## config.mk

```make
export PLATFORM = sky130hd
export DESIGN_NAME = mat_mem_arbiter
export DESIGN_NICKNAME = d
export VERILOG_FILES = /design/src/rtl/mat_mem_arbiter.sv
export SDC_FILE = /design/constraint.sdc
export NUM_CORES = 1
export LEC_CHECK = 0
export CAP_MARGIN = 20
export CORE_UTILIZATION = 37
export DETAILED_ROUTE_END_ITERATION = 12
export PLACE_DENSITY_LB_ADDON = 0.25
export SYNTH_ARGS = -nofsm -noshare
export SYNTH_HDL_FRONTEND = slang
export SYNTH_SLANG_ARGS = --single-unit
```

## constraint.sdc

```tcl
create_clock -name clk -period 2.75 [get_ports clk]
set_clock_uncertainty 0.1 [all_clocks]
set_input_delay 0.6875 -clock clk [delete_from_list [all_inputs] [get_ports clk]]
set_output_delay 0.6875 -clock clk [all_outputs]
set_load 0.05 [all_outputs]
```

## src/rtl/mat_mem_arbiter.sv

```systemverilog
// Two-requester arbiter for a single-port matrix RAM with locked bursts and range checking.
// Optional `ARB_ROUND_ROBIN_EN selects round-robin contention; default is fixed priority to r0.
module mat_mem_arbiter #(
  parameter int unsigned DW        = 8,
  parameter int unsigned M         = 8,
  parameter int unsigned N         = 8,
  parameter int unsigned MAX_BURST = 16,
  localparam int unsigned AW       = M + N + 1
) (
  input  logic          clk,
  input  logic          rst_n,
  input  logic          r0_req,
  input  logic          r0_we,
  input  logic          r0_lock,
  input  logic [AW-1:0] r0_addr,
  input  logic [DW-1:0] r0_wdata,
  output logic          r0_gnt,
  output logic          r0_rvalid,
  output logic [DW-1:0] r0_rdata,
  output logic          r0_err,
  input  logic          r1_req,
  input  logic          r1_we,
  input  logic          r1_lock,
  input  logic [AW-1:0] r1_addr,
  input  logic [DW-1:0] r1_wdata,
  output logic          r1_gnt,
  output logic          r1_rvalid,
  output logic [DW-1:0] r1_rdata,
  output logic          r1_err,
  output logic          mem_ramEN,
  output logic          mem_writeEN,
  output logic          mem_readEN,
  output logic [AW-1:0] mem_addr,
  output logic [DW-1:0] mem_din,
  input  logic [DW-1:0] mem_dout
);

  localparam int unsigned CW     = $clog2(MAX_BURST + 1);
  localparam logic [CW-1:0] MaxCnt = CW'(MAX_BURST);
  localparam logic [AW-1:0] Depth  = AW'(M * N);

  typedef enum logic [1:0] {StIdle, StOwn0, StOwn1} state_e;

  state_e        state_q, state_d;
  logic [CW-1:0] burst_q, burst_d;
  logic [1:0]    rd_q, rd_d;
  logic [1:0]    oor_rd_q, oor_rd_d;
  logic [1:0]    oor_wr_q, oor_wr_d;
  logic [DW-1:0] hold0_q, hold1_q;
`ifdef ARB_ROUND_ROBIN_EN
  logic          ptr_q, ptr_d;
`endif

  logic r0_oor, r1_oor;
  logic [CW-1:0] burst_inc;

  assign r0_oor    = (r0_addr >= Depth);
  assign r1_oor    = (r1_addr >= Depth);
  assign burst_inc = (burst_q == MaxCnt) ? burst_q : burst_q + CW'(1);

  // Arbitration and ownership
  always_comb begin
    r0_gnt  = 1'b0;
    r1_gnt  = 1'b0;
    state_d = state_q;
    burst_d = burst_q;
`ifdef ARB_ROUND_ROBIN_EN
    ptr_d   = ptr_q;
`endif
    unique case (state_q)
      StIdle: begin
        burst_d = '0;
        if (r0_req && r1_req) begin
`ifdef ARB_ROUND_ROBIN_EN
          r0_gnt = ~ptr_q;
          r1_gnt = ptr_q;
          ptr_d  = ~ptr_q;
`else
          r0_gnt = 1'b1;
`endif
        end else begin
          r0_gnt = r0_req;
          r1_gnt = r1_req;
        end
        if (r0_gnt && r0_lock) begin
          state_d = StOwn0;
          burst_d = CW'(1);
        end else if (r1_gnt && r1_lock) begin
          state_d = StOwn1;
          burst_d = CW'(1);
        end
      end
      StOwn0: begin
        if (r0_req && !(burst_q == MaxCnt && r1_req)) begin
          r0_gnt = 1'b1;
          if (r0_lock) begin
            burst_d = burst_inc;
          end else begin
            state_d = StIdle;
            burst_d = '0;
          end
        end else begin
          // Owner idle or forced out: the cycle goes to the waiting requester.
          r1_gnt  = r1_req;
          state_d = StIdle;
          burst_d = '0;
        end
      end
      StOwn1: begin
        if (r1_req && !(burst_q == MaxCnt && r0_req)) begin
          r1_gnt = 1'b1;
          if (r1_lock) begin
            burst_d = burst_inc;
          end else begin
            state_d = StIdle;
            burst_d = '0;
          end
        end else begin
          r0_gnt  = r0_req;
          state_d = StIdle;
          burst_d = '0;
        end
      end
      default: begin
        state_d = StIdle;
        burst_d = '0;
      end
    endcase
  end

  // RAM port mux; out-of-range grants never touch the RAM
  always_comb begin
    mem_ramEN   = 1'b0;
    mem_writeEN = 1'b0;
    mem_readEN  = 1'b0;
    mem_addr    = '0;
    mem_din     = '0;
    if (r0_gnt && !r0_oor) begin
      mem_ramEN   = 1'b1;
      mem_writeEN = r0_we;
      mem_readEN  = ~r0_we;
      mem_addr    = r0_addr;
      mem_din     = r0_wdata;
    end else if (r1_gnt && !r1_oor) begin
      mem_ramEN   = 1'b1;
      mem_writeEN = r1_we;
      mem_readEN  = ~r1_we;
      mem_addr    = r1_addr;
      mem_din     = r1_wdata;
    end
  end

  always_comb begin
    rd_d     = {r1_gnt & ~r1_we & ~r1_oor, r0_gnt & ~r0_we & ~r0_oor};
    oor_rd_d = {r1_gnt & ~r1_we &  r1_oor, r0_gnt & ~r0_we &  r0_oor};
    oor_wr_d = {r1_gnt &  r1_we &  r1_oor, r0_gnt &  r0_we &  r0_oor};
  end

  // Read data passes straight from the RAM in the response cycle, otherwise holds
  always_comb begin
    r0_rdata  = rd_q[0] ? mem_dout : (oor_rd_q[0] ? '0 : hold0_q);
    r1_rdata  = rd_q[1] ? mem_dout : (oor_rd_q[1] ? '0 : hold1_q);
    r0_rvalid = rd_q[0] | oor_rd_q[0];
    r1_rvalid = rd_q[1] | oor_rd_q[1];
    r0_err    = oor_rd_q[0] | oor_wr_q[0];
    r1_err    = oor_rd_q[1] | oor_wr_q[1];
  end

  always_ff @(posedge clk or negedge rst_n) begin
    if (!rst_n) begin
      state_q  <= StIdle;
      burst_q  <= '0;
      rd_q     <= '0;
      oor_rd_q <= '0;
      oor_wr_q <= '0;
      hold0_q  <= '0;
      hold1_q  <= '0;
`ifdef ARB_ROUND_ROBIN_EN
      ptr_q    <= 1'b0;
`endif
    end else begin
      state_q  <= state_d;
      burst_q  <= burst_d;
      rd_q     <= rd_d;
      oor_rd_q <= oor_rd_d;
      oor_wr_q <= oor_wr_d;
      hold0_q  <= r0_rdata;
      hold1_q  <= r1_rdata;
`ifdef ARB_ROUND_ROBIN_EN
      ptr_q    <= ptr_d;
`endif
    end
  end

endmodule
```

### Word-level counts from Yosys, hierarchy flattened

Cells that the tools add are included.

* reductions and logical operators: 15
* add/sub/neg operators: 1
* eq/ne operators: 6
* $lt $le $gt $ge: 2
* muxes and demuxes: 39
* bitwise operators: 18

Operators with widths (number)
* $mux 8: 6
* $ge 17x7->1 const B: 2
* $mux 17: 2
* $mux 5: 5
* $mux 1: 16
* $pmux 5 s3: 1
* $mux 2: 6
* $and 1x1->1: 10
* $logic_and 1x1->1: 9
* $ne 3x3->1 const B: 3
* $pmux 1 s3: 2
* $pmux 2 s3: 1
* $add 5x1->5 const B: 1
* $eq 5x5->1 const B: 1
* $logic_not 1->1: 4
* $not 1->1: 4
* $or 1x1->1: 4
* $reduce_and 3->1: 1
* $eq 2x1->1 const B: 1
* $eq 2x2->1 const B: 1
* $logic_not 2->1: 1

* register bits: 29
* logic and storage cells: 88
* bits of input ports: 66
* output and inout bits: 50

### Logic depth before layout (Yosys ltp)

Gate-level depths: netlist of the first run.

* depth in word-level cells: 9
* depth in mapped cells: 7
* depth with buffers taken out: 6

### Worst setup path before layout of the first run

OpenSTA, ideal clock, no wires.

* kind: register -> output
* start: reg burst_q[0]
* end: out mem_readEN
* slack: -0.457 ns
* stages on the path, launching flop included: 7
* buffers on the path: 0
* required time: 1.962 ns
* data arrival time: 2.419 ns
* cells stage by stage: dfrtp_1 > inv_1 > ha_1 > nand4bb_4 > mux2i_1 > o211ai_1 > o32ai_1

* longest elaborated chain between the ends: 9
* elaborated cells between the ends (all ways): 17
* those cells by class: 1 x eq/ne; 8 x mux; 8 x reduce/logical

RTL lines
* start: declaration: RTL line 45 `logic [CW-1:0] burst_q, burst_d;`
* start signal: assignment: RTL line 183 `burst_q <= burst_d;`
* $eq 5x5->1 *: RTL line 94, 110
* $logic_and 1x1->1 (on tied branches): RTL line 110, 94
* $logic_not 1->1 (on tied branches): RTL line 110, 94
* $logic_and 1x1->1 (on tied branches): RTL line 110, 94
* $mux 1 (on tied branches): RTL line 110, 94
* $pmux 1 s3: RTL line 70 `unique case (state_q)`
* $logic_and 1x1->1: RTL line 144 `end else if (r1_gnt && !r1_oor) begin`
* $mux 1: RTL line 144
* $mux 1 *: RTL line 138 `if (r0_gnt && !r0_oor) begin`
* end: declaration: RTL line 32 `output logic mem_readEN,`

Every way passes the cells marked *; elsewhere a longest branch is shown, timed or not.

### Final worst setup path of the first run

* start: in r1_req
* end: out mem_din[6]

* longest elaborated chain between the ends: 8
* elaborated cells between the ends (all ways): 19
* those cells by class: 12 x mux; 7 x reduce/logical

RTL lines
* start: declaration: RTL line 21 `input logic r1_req,`
* $logic_and 1x1->1: RTL line 94 `if (r0_req && !(burst_q == MaxCnt && r1_req)) begin`
* $logic_not 1->1: RTL line 94
* $logic_and 1x1->1: RTL line 94
* $mux 1: RTL line 94
* $pmux 1 s3: RTL line 70
* $logic_and 1x1->1: RTL line 144
* $mux 8: RTL line 144
* $mux 8 *: RTL line 138
* end: declaration: RTL line 34 `output logic [DW-1:0] mem_din,`

Every way passes the cells marked *; elsewhere a longest branch is shown, timed or not. The select of a mux whose other input is x is not followed.

==> impl_metrics.env, run 1 <==
export IMPL_hold_path_endpoint="hold1_q[7]"
export IMPL_yosys_mux_area_fraction=0.00553
export IMPL_finalWirelength_mm=6.15
export IMPL_critical_path_peak_fanout=10
export IMPL_core_rowCount=25
export IMPL_synth_simple_area_share=0.215
export IMPL_count_of_state_elements_after_synthesis=29
export IMPL_cts_root_to_sink_buffers=2
export IMPL_num_nets_final=378
export IMPL_antenna_cells_inserted=0
export IMPL_rsz0062_at_grt="yes"
export IMPL_min_tclk_post_route_ps=3040
export IMPL_synth_top_area_frac=0.401
export IMPL_finalSetupTns_ps=-4560
export IMPL_r2r_slack_ps=650
export IMPL_worst_hold_path_type="flop to flop"
export IMPL_cts_htree_levels=2
export IMPL_synth_seq_area_share=0.401
export IMPL_number_of_search_and_repair_iterations_in_the_first_detailed_routing_pass=4
export IMPL_count_of_flip_flops_with_a_built_in_enable_after_synthesis=0
export IMPL_drc_errors=0
export IMPL_grt_start_max_net_pins=30
export IMPL_post_place_ws_ps=-313
export IMPL_worstMarginPinSlew_ps=520
export IMPL_numClockSinks=29
export IMPL_post_synth_num_cell_types=41
export IMPL_ratio_of_total_power_to_cell_area_nw_per_um2=292
export IMPL_post_syn_area_per_cell_um2=9.89
export IMPL_grt_first_pass_wirelength_mm=9.69
export IMPL_cp_cell_sequence="clkdlybuf4s50_1 > inv_1 > o211ai_1 > buf_6 > o22ai_2 > buf_12"
export IMPL_synth_cell_area_um2=1810
export IMPL_grt_overflow_total=0
export IMPL_yosys_top_cell_by_area="dfrtp_1"
export IMPL_post_synth_main_area_contributors="dfrtp_1 40%, o22ai_2 10%, nand2_1 7.5%"
export IMPL_achievable_clock_frequency_mhz=329
export IMPL_worstPathArrival_ps=2250
export IMPL_final_layout_size_suffix_gt1_frac=0.402
export IMPL_globalplace_congestion=0.772
export IMPL_route_detailed_wl_per_inst_um=16.3
export IMPL_timing_final_setup_violations=19
export IMPL_required_ps=1960
export IMPL_worst_path_buf_inv=4
export IMPL_critical_path_top_delay_family="buffers and inverters"
export IMPL_start_kind="primary input"
export IMPL_largest_family_of_logic_cells_by_synthesized_area="compound AO/OA/AOI/OAI gates"
export IMPL_cts_hold_buffers=0
export IMPL_global_route_usage_sum=0.242
export IMPL_hold_depth=1
export IMPL_cts_buffers_inserted=5
export IMPL_drt_iter0_drc=92
export IMPL_reg2reg_from="burst_q[1]"
export IMPL_worstSetupPathType="primary input to output port"
export IMPL_final_cycle_share=1.11
export IMPL_min_delay_start="hold1_q[7]"
export IMPL_drv_slew=0
export IMPL_worst_r2r_endpoint="oor_rd_q[0]"
export IMPL_die_area_um2=5180
export IMPL_outcome="finished with violations"
export IMPL_nFillCells=246
export IMPL_ys_async_sr_fraction=1.00
export IMPL_antenna_left=0
export IMPL_fraction_of_the_mapped_netlist_area_in_compound_gates=0.227
export IMPL_post_layout_total_power_uw=1110
export IMPL_num_vias=1959
export IMPL_setup_ws_ps=-292
export IMPL_core_region_area_um2=4720
export IMPL_floorplan_die_width_um=72.0
export IMPL_avgViaCountPerCell=5.18
export IMPL_primary_ff_master_synth="dfrtp_1"
export IMPL_port_buffers=104
export IMPL_hpwl_mm=3.96
export IMPL_initial_core_util=0.383
export IMPL_postLayoutCellArea_um2=3780
export IMPL_clk_insertion_delay_late_ps=280
export IMPL_number_of_global_route_vias_before_repair=2055
export IMPL_postPlaceCellArea_um2=3280
export IMPL_vdd_ir_drop_worst_mv=0.190
export IMPL_clk_pin_slew_ps=60
export IMPL_xor_and_xnor_fraction_of_the_mapped_netlist_area=0.0145
export IMPL_cpMaxStageDelayCell="clkdlybuf4s50_1"
export IMPL_io_pins=116
export IMPL_post_syn_instances=183
export IMPL_leakage_power_uw=0.00161
export IMPL_yosysMostFrequentCell="nand2_1"
export IMPL_slew_headroom=0.652
export IMPL_initial_antenna_violation_count=0
export IMPL_max_cap_violations=0
export IMPL_final_hold_viol_count=0
export IMPL_cp_end_kind="output port"
export IMPL_cts_root_buf="clkbuf_8"
export IMPL_violations="negative setup slack"
export IMPL_hold_slack_ps=455
export IMPL_netlist_top_cells_count="36 x nand2_1, 29 x dfrtp_1, 15 x o22ai_2"
export IMPL_worst_r2r_path_depth=9
export IMPL_ys_warn_count=0
export IMPL_layout_area_overhead_vs_synth_pct=109
export IMPL_cts_tree="yes"
export IMPL_max_stage_delay_ps=520
export IMPL_synth_fa_ha_area_frac=0.0138
export IMPL_die_height_um=72.0
==> state kept, by name, summed over array words and instances, names as in the netlist <==
name	count
hold0_q	8
hold1_q	8
burst_q	5
oor_rd_q	2
oor_wr_q	2
rd_q	2
state_q	2
==> cell type report <==
class	count	area, µm²	area share
timing repair buffer	132	1640	0.433
clock buffer	7	96.3	0.0255
sequential	29	726	0.192
clock inverter	1	5.00	0.00132
tap	67	83.8	0.0222
multi-input combinational	134	1200	0.318
inverter	8	30.0	0.00794
==> worst max-delay path by stage <==
stage                start           to  slack, ps  depth (start not counted)
4_1_cts         burst_q[1]   mem_readEN       -170                          8
3_5_place_dp    r0_addr[6]   mem_din[7]       -310                          7
6_report            r1_req   mem_din[6]       -290                          6
3_3_place_gp    r0_addr[8]  mem_writeEN       -280                          7
2_1_floorplan  r1_addr[14]  mem_addr[0]          3                          6
5_1_grt             r1_req   mem_din[6]       -350                          6
==> per-layer routing <==
metal	part of all wire	global-route usage	vias to the layer above
met5	0	0	-
li1	-	-	897
met3	0.056	0.0431	12
met1	0.39	0.269	943
met2	0.53	0.451	107
met4	0.022	0.107	0
==> stage by stage <==
step	std cells	utilization
after floorplan	193	-
after detailed placement	362	0.695
after global routing	378	0.801
after global placement	362	0.695
final	378	0.801
after CTS	378	0.792
==> power breakdown <==
part	internal [µW]	leakage, µW	switching (µW)	total [µW]
Combinational	132	0.00116	154	286
Sequential	434	0.000399	7.43	441
Clock	226	0.0000542	152	378
Total	791	0.00161	314	1110
==> layout by cell type, fill, tap and decap left out, types with 2 or more instances in the layout <==
cell type,n
a22o_1,14
and3_4,2
buf_12,35
buf_4,19
buf_6,8
clkbuf_8,7
clkdlybuf4s50_1,52
conb_1,11
dfrtp_1,29
dlygate4sd2_1,15
dlymetal6s2s_1,2
inv_1,5
inv_2,3
nand2_1,18
nand2_2,6
nand2_4,12
nand2b_1,3
nand3_1,5
nor2_1,8
nor3_1,2
nor3_2,3
nor4_2,2
nor4_4,2
o21ai_0,3
o22ai_2,4
o22ai_4,12
or2_2,2
xor2_1,3
==> kinds of logic (layout without fill, tap and decap cells) <==
logic type / after synthesis / after routing
XOR/XNOR: 3 / 3
flip-flops: 29 / 29
multiplexers: 1 / 1
AO/OA/AOI/OAI: 43 / 43
other: 1 / 11
adder cells (fa/ha/maj): 2 / 2
buffers and inverters: 30 / 148
AND/OR/NAND/NOR: 74 / 74
==> what timing repair did <==
action                     CTS  global route
setup buffers                6             0
pin swaps                   27             7
gates cloned                 2             0
gates resized for setup     83             8
setup endpoints to repair   19            19
(Power assumes the default switching activity.)
==> run 2: changes to the inputs <==
Settings changed: HOLD_SLACK_MARGIN from default to 0.03.
Clock period 2.75 ns to 2.87 ns, I/O delays scaled along.
==> impl_metrics.env, run 2 (synthesis results as in run 1) <==
export IMPL_outcome="finished with violations"
export IMPL_violations="negative setup slack"
export IMPL_required_ps=2050
export IMPL_port_buffers=104
export IMPL_die_height_um=72.0
export IMPL_drv_slew=0
export IMPL_max_stage_delay_ps=400
export IMPL_antenna_left=0
export IMPL_mostFrequentLayoutCells="50 x clkdlybuf4s50_1, 34 x buf_12, 29 x dfrtp_1"
export IMPL_r2r_slack_ps=880
export IMPL_avgViaCountPerCell=4.94
export IMPL_regArea_um2=726
export IMPL_vdd_ir_drop_worst_mv=0.179
export IMPL_nFillCells=282
export IMPL_worstMarginPinSlew_ps=515
export IMPL_highest_layer="met4"
export IMPL_post_place_cells=359
export IMPL_multiInputGateArea_um2=1120
export IMPL_max_cap_violations=0
export IMPL_reg_largest_list="hold0_q: 8 flops, hold1_q: 8 flops, burst_q: 5 flops"
export IMPL_final_hold_viol_count=0
export IMPL_worst_r2r_endpoint="rd_q[0]"
export IMPL_timing_final_setup_violations=17
export IMPL_num_vias=1868
export IMPL_initial_antenna_violation_count=0
export IMPL_global_route_usage_sum=0.223
export IMPL_min_tclk_post_route_ps=2960
export IMPL_rsz0062_at_grt="yes"
export IMPL_number_of_search_and_repair_iterations_in_the_first_detailed_routing_pass=4
export IMPL_die_area_um2=5180
export IMPL_ratio_of_total_power_to_cell_area_nw_per_um2=283
export IMPL_post_layout_total_power_uw=1040
export IMPL_hold_depth=1
export IMPL_cts_buffers_inserted=5
export IMPL_postLayoutCellArea_um2=3690
export IMPL_grt_first_pass_wirelength_mm=8.98
export IMPL_core_rowCount=25
export IMPL_final_layout_size_suffix_gt1_frac=0.392
export IMPL_finalWirelength_mm=5.34
export IMPL_floorplan_die_width_um=72.0
export IMPL_cts_tree="yes"
export IMPL_worstSetupPathType="flop to output port"
export IMPL_worst_r2r_path_depth=9
export IMPL_start_kind="flop"
export IMPL_globalplace_congestion=0.755
export IMPL_clk_pin_slew_ps=60
export IMPL_cp_end_kind="output port"
export IMPL_cts_root_to_sink_buffers=2
export IMPL_num_nets_final=378
export IMPL_drc_errors=0
export IMPL_leakage_power_uw=0.00154
export IMPL_instances_no_fill=378
export IMPL_hold_path_endpoint="hold0_q[4]"
export IMPL_io_pins=116
export IMPL_final_cycle_share=1.03
export IMPL_critical_path_top_cell_by_count="buf_12"
export IMPL_layout_area_overhead_vs_synth_pct=104
export IMPL_reg2reg_from="burst_q[1]"
export IMPL_antenna_cells_inserted=0
export IMPL_cts_root_buf="clkbuf_8"
export IMPL_final_util=0.781
export IMPL_worst_hold_path_type="flop to flop"
export IMPL_grt_start_max_net_pins=30
export IMPL_detail_route_wirelength_met1_mm=2.11
export IMPL_min_delay_start="hold0_q[4]"
export IMPL_hpwl_mm=3.82
export IMPL_cts_htree_levels=2
export IMPL_core_region_area_um2=4720
export IMPL_cts_hold_buffers=0
export IMPL_number_of_global_route_vias_before_repair=1926
export IMPL_achievable_clock_frequency_mhz=338
export IMPL_drt_iter0_drc=63
export IMPL_route_detailed_wl_per_inst_um=14.1
export IMPL_clk_insertion_delay_late_ps=270
export IMPL_critical_path_peak_fanout=21
export IMPL_layout_commonest_cell="clkdlybuf4s50_1"
export IMPL_cp_cell_sequence="inv_2 > ha_4 > nand4bb_4 > mux2i_2 > a221o_1 > buf_12 > o22ai_2 > buf_12"
export IMPL_initial_core_util=0.383
export IMPL_cpMaxStageDelayCell="dfrtp_1"
export IMPL_postPlaceCellArea_um2=3260
export IMPL_met3RoutedLength_um=314
export IMPL_setup_ws_ps=-93.0
export IMPL_slew_headroom=0.656
export IMPL_numClockSinks=29
export IMPL_worstPathArrival_ps=2150
export IMPL_grt_overflow_total=0
export IMPL_routed_wl_met2_mm=2.80
-- run 2: area by class of cell --
class,count,share of cell area
repair buffers,132,0.442
multi-input cells,134,0.303
flip-flops and latches,29,0.197
clock buffers,7,0.0261
well taps,67,0.0227
inverters,8,0.00814
clock inverters,1,0.00136
-- run 2: stage by stage --
step	setup TNS, ps	worst slack, ps	hold WS, ps
after floorplan	0	63.0	322
after global placement	-3380	-213	443
after detailed placement	-3810	-252	447
after CTS	-1240	-87.2	461
after global routing	-2290	-153	477
final	-1200	-93.0	455
-- run 2: power by group --
part / switching, µW / internal (µW) / leakage, µW
clock: 141 / 216 / 0.0000542
sequential: 6.66 / 416 / 0.000399
combinational: 137 / 127 / 0.00109
-- run 2: critical path: cells and delay by family (launching register included) --
kind	cells	cell delay, ps
AOI/OAI and AO/OA	2	580
adders and majority gates	1	140
buffers and inverters	3	420
DFF	1	400
muxes	1	190
and+or+nand+nor	1	130
-- run 2: per-layer routing --
| metal | track usage | vias to the layer above |
|---|---|---|
| met3 | 0.0431 | 10 |
| li1 | - | 887 |
| met4 | 0.0828 | 0 |
| met2 | 0.405 | 93 |
| met5 | 0 | - |
| met1 | 0.261 | 878 |
-- run 2: timing repair --
item / in CTS / in global routing
setup endpoints to repair: 19 / 19
cloned: 1 / 0
pin swaps: 26 / 4
setup buffers: 9 / 1
gates resized for setup: 67 / 10
-- run 2: how the worst max path moves through the flow --
| stage | startpoint | endpoint | depth (start not counted) |
|---|---|---|---|
| 4_1_cts | burst_q[0] | mem_addr[0] | 8 |
| 5_1_grt | burst_q[0] | mem_addr[0] | 8 |
| 3_5_place_dp | r0_addr[8] | mem_addr[2] | 7 |
| 6_report | burst_q[1] | mem_addr[3] | 8 |
| 3_3_place_gp | r0_addr[8] | mem_din[7] | 7 |
| 2_1_floorplan | r1_addr[14] | mem_addr[0] | 6 |
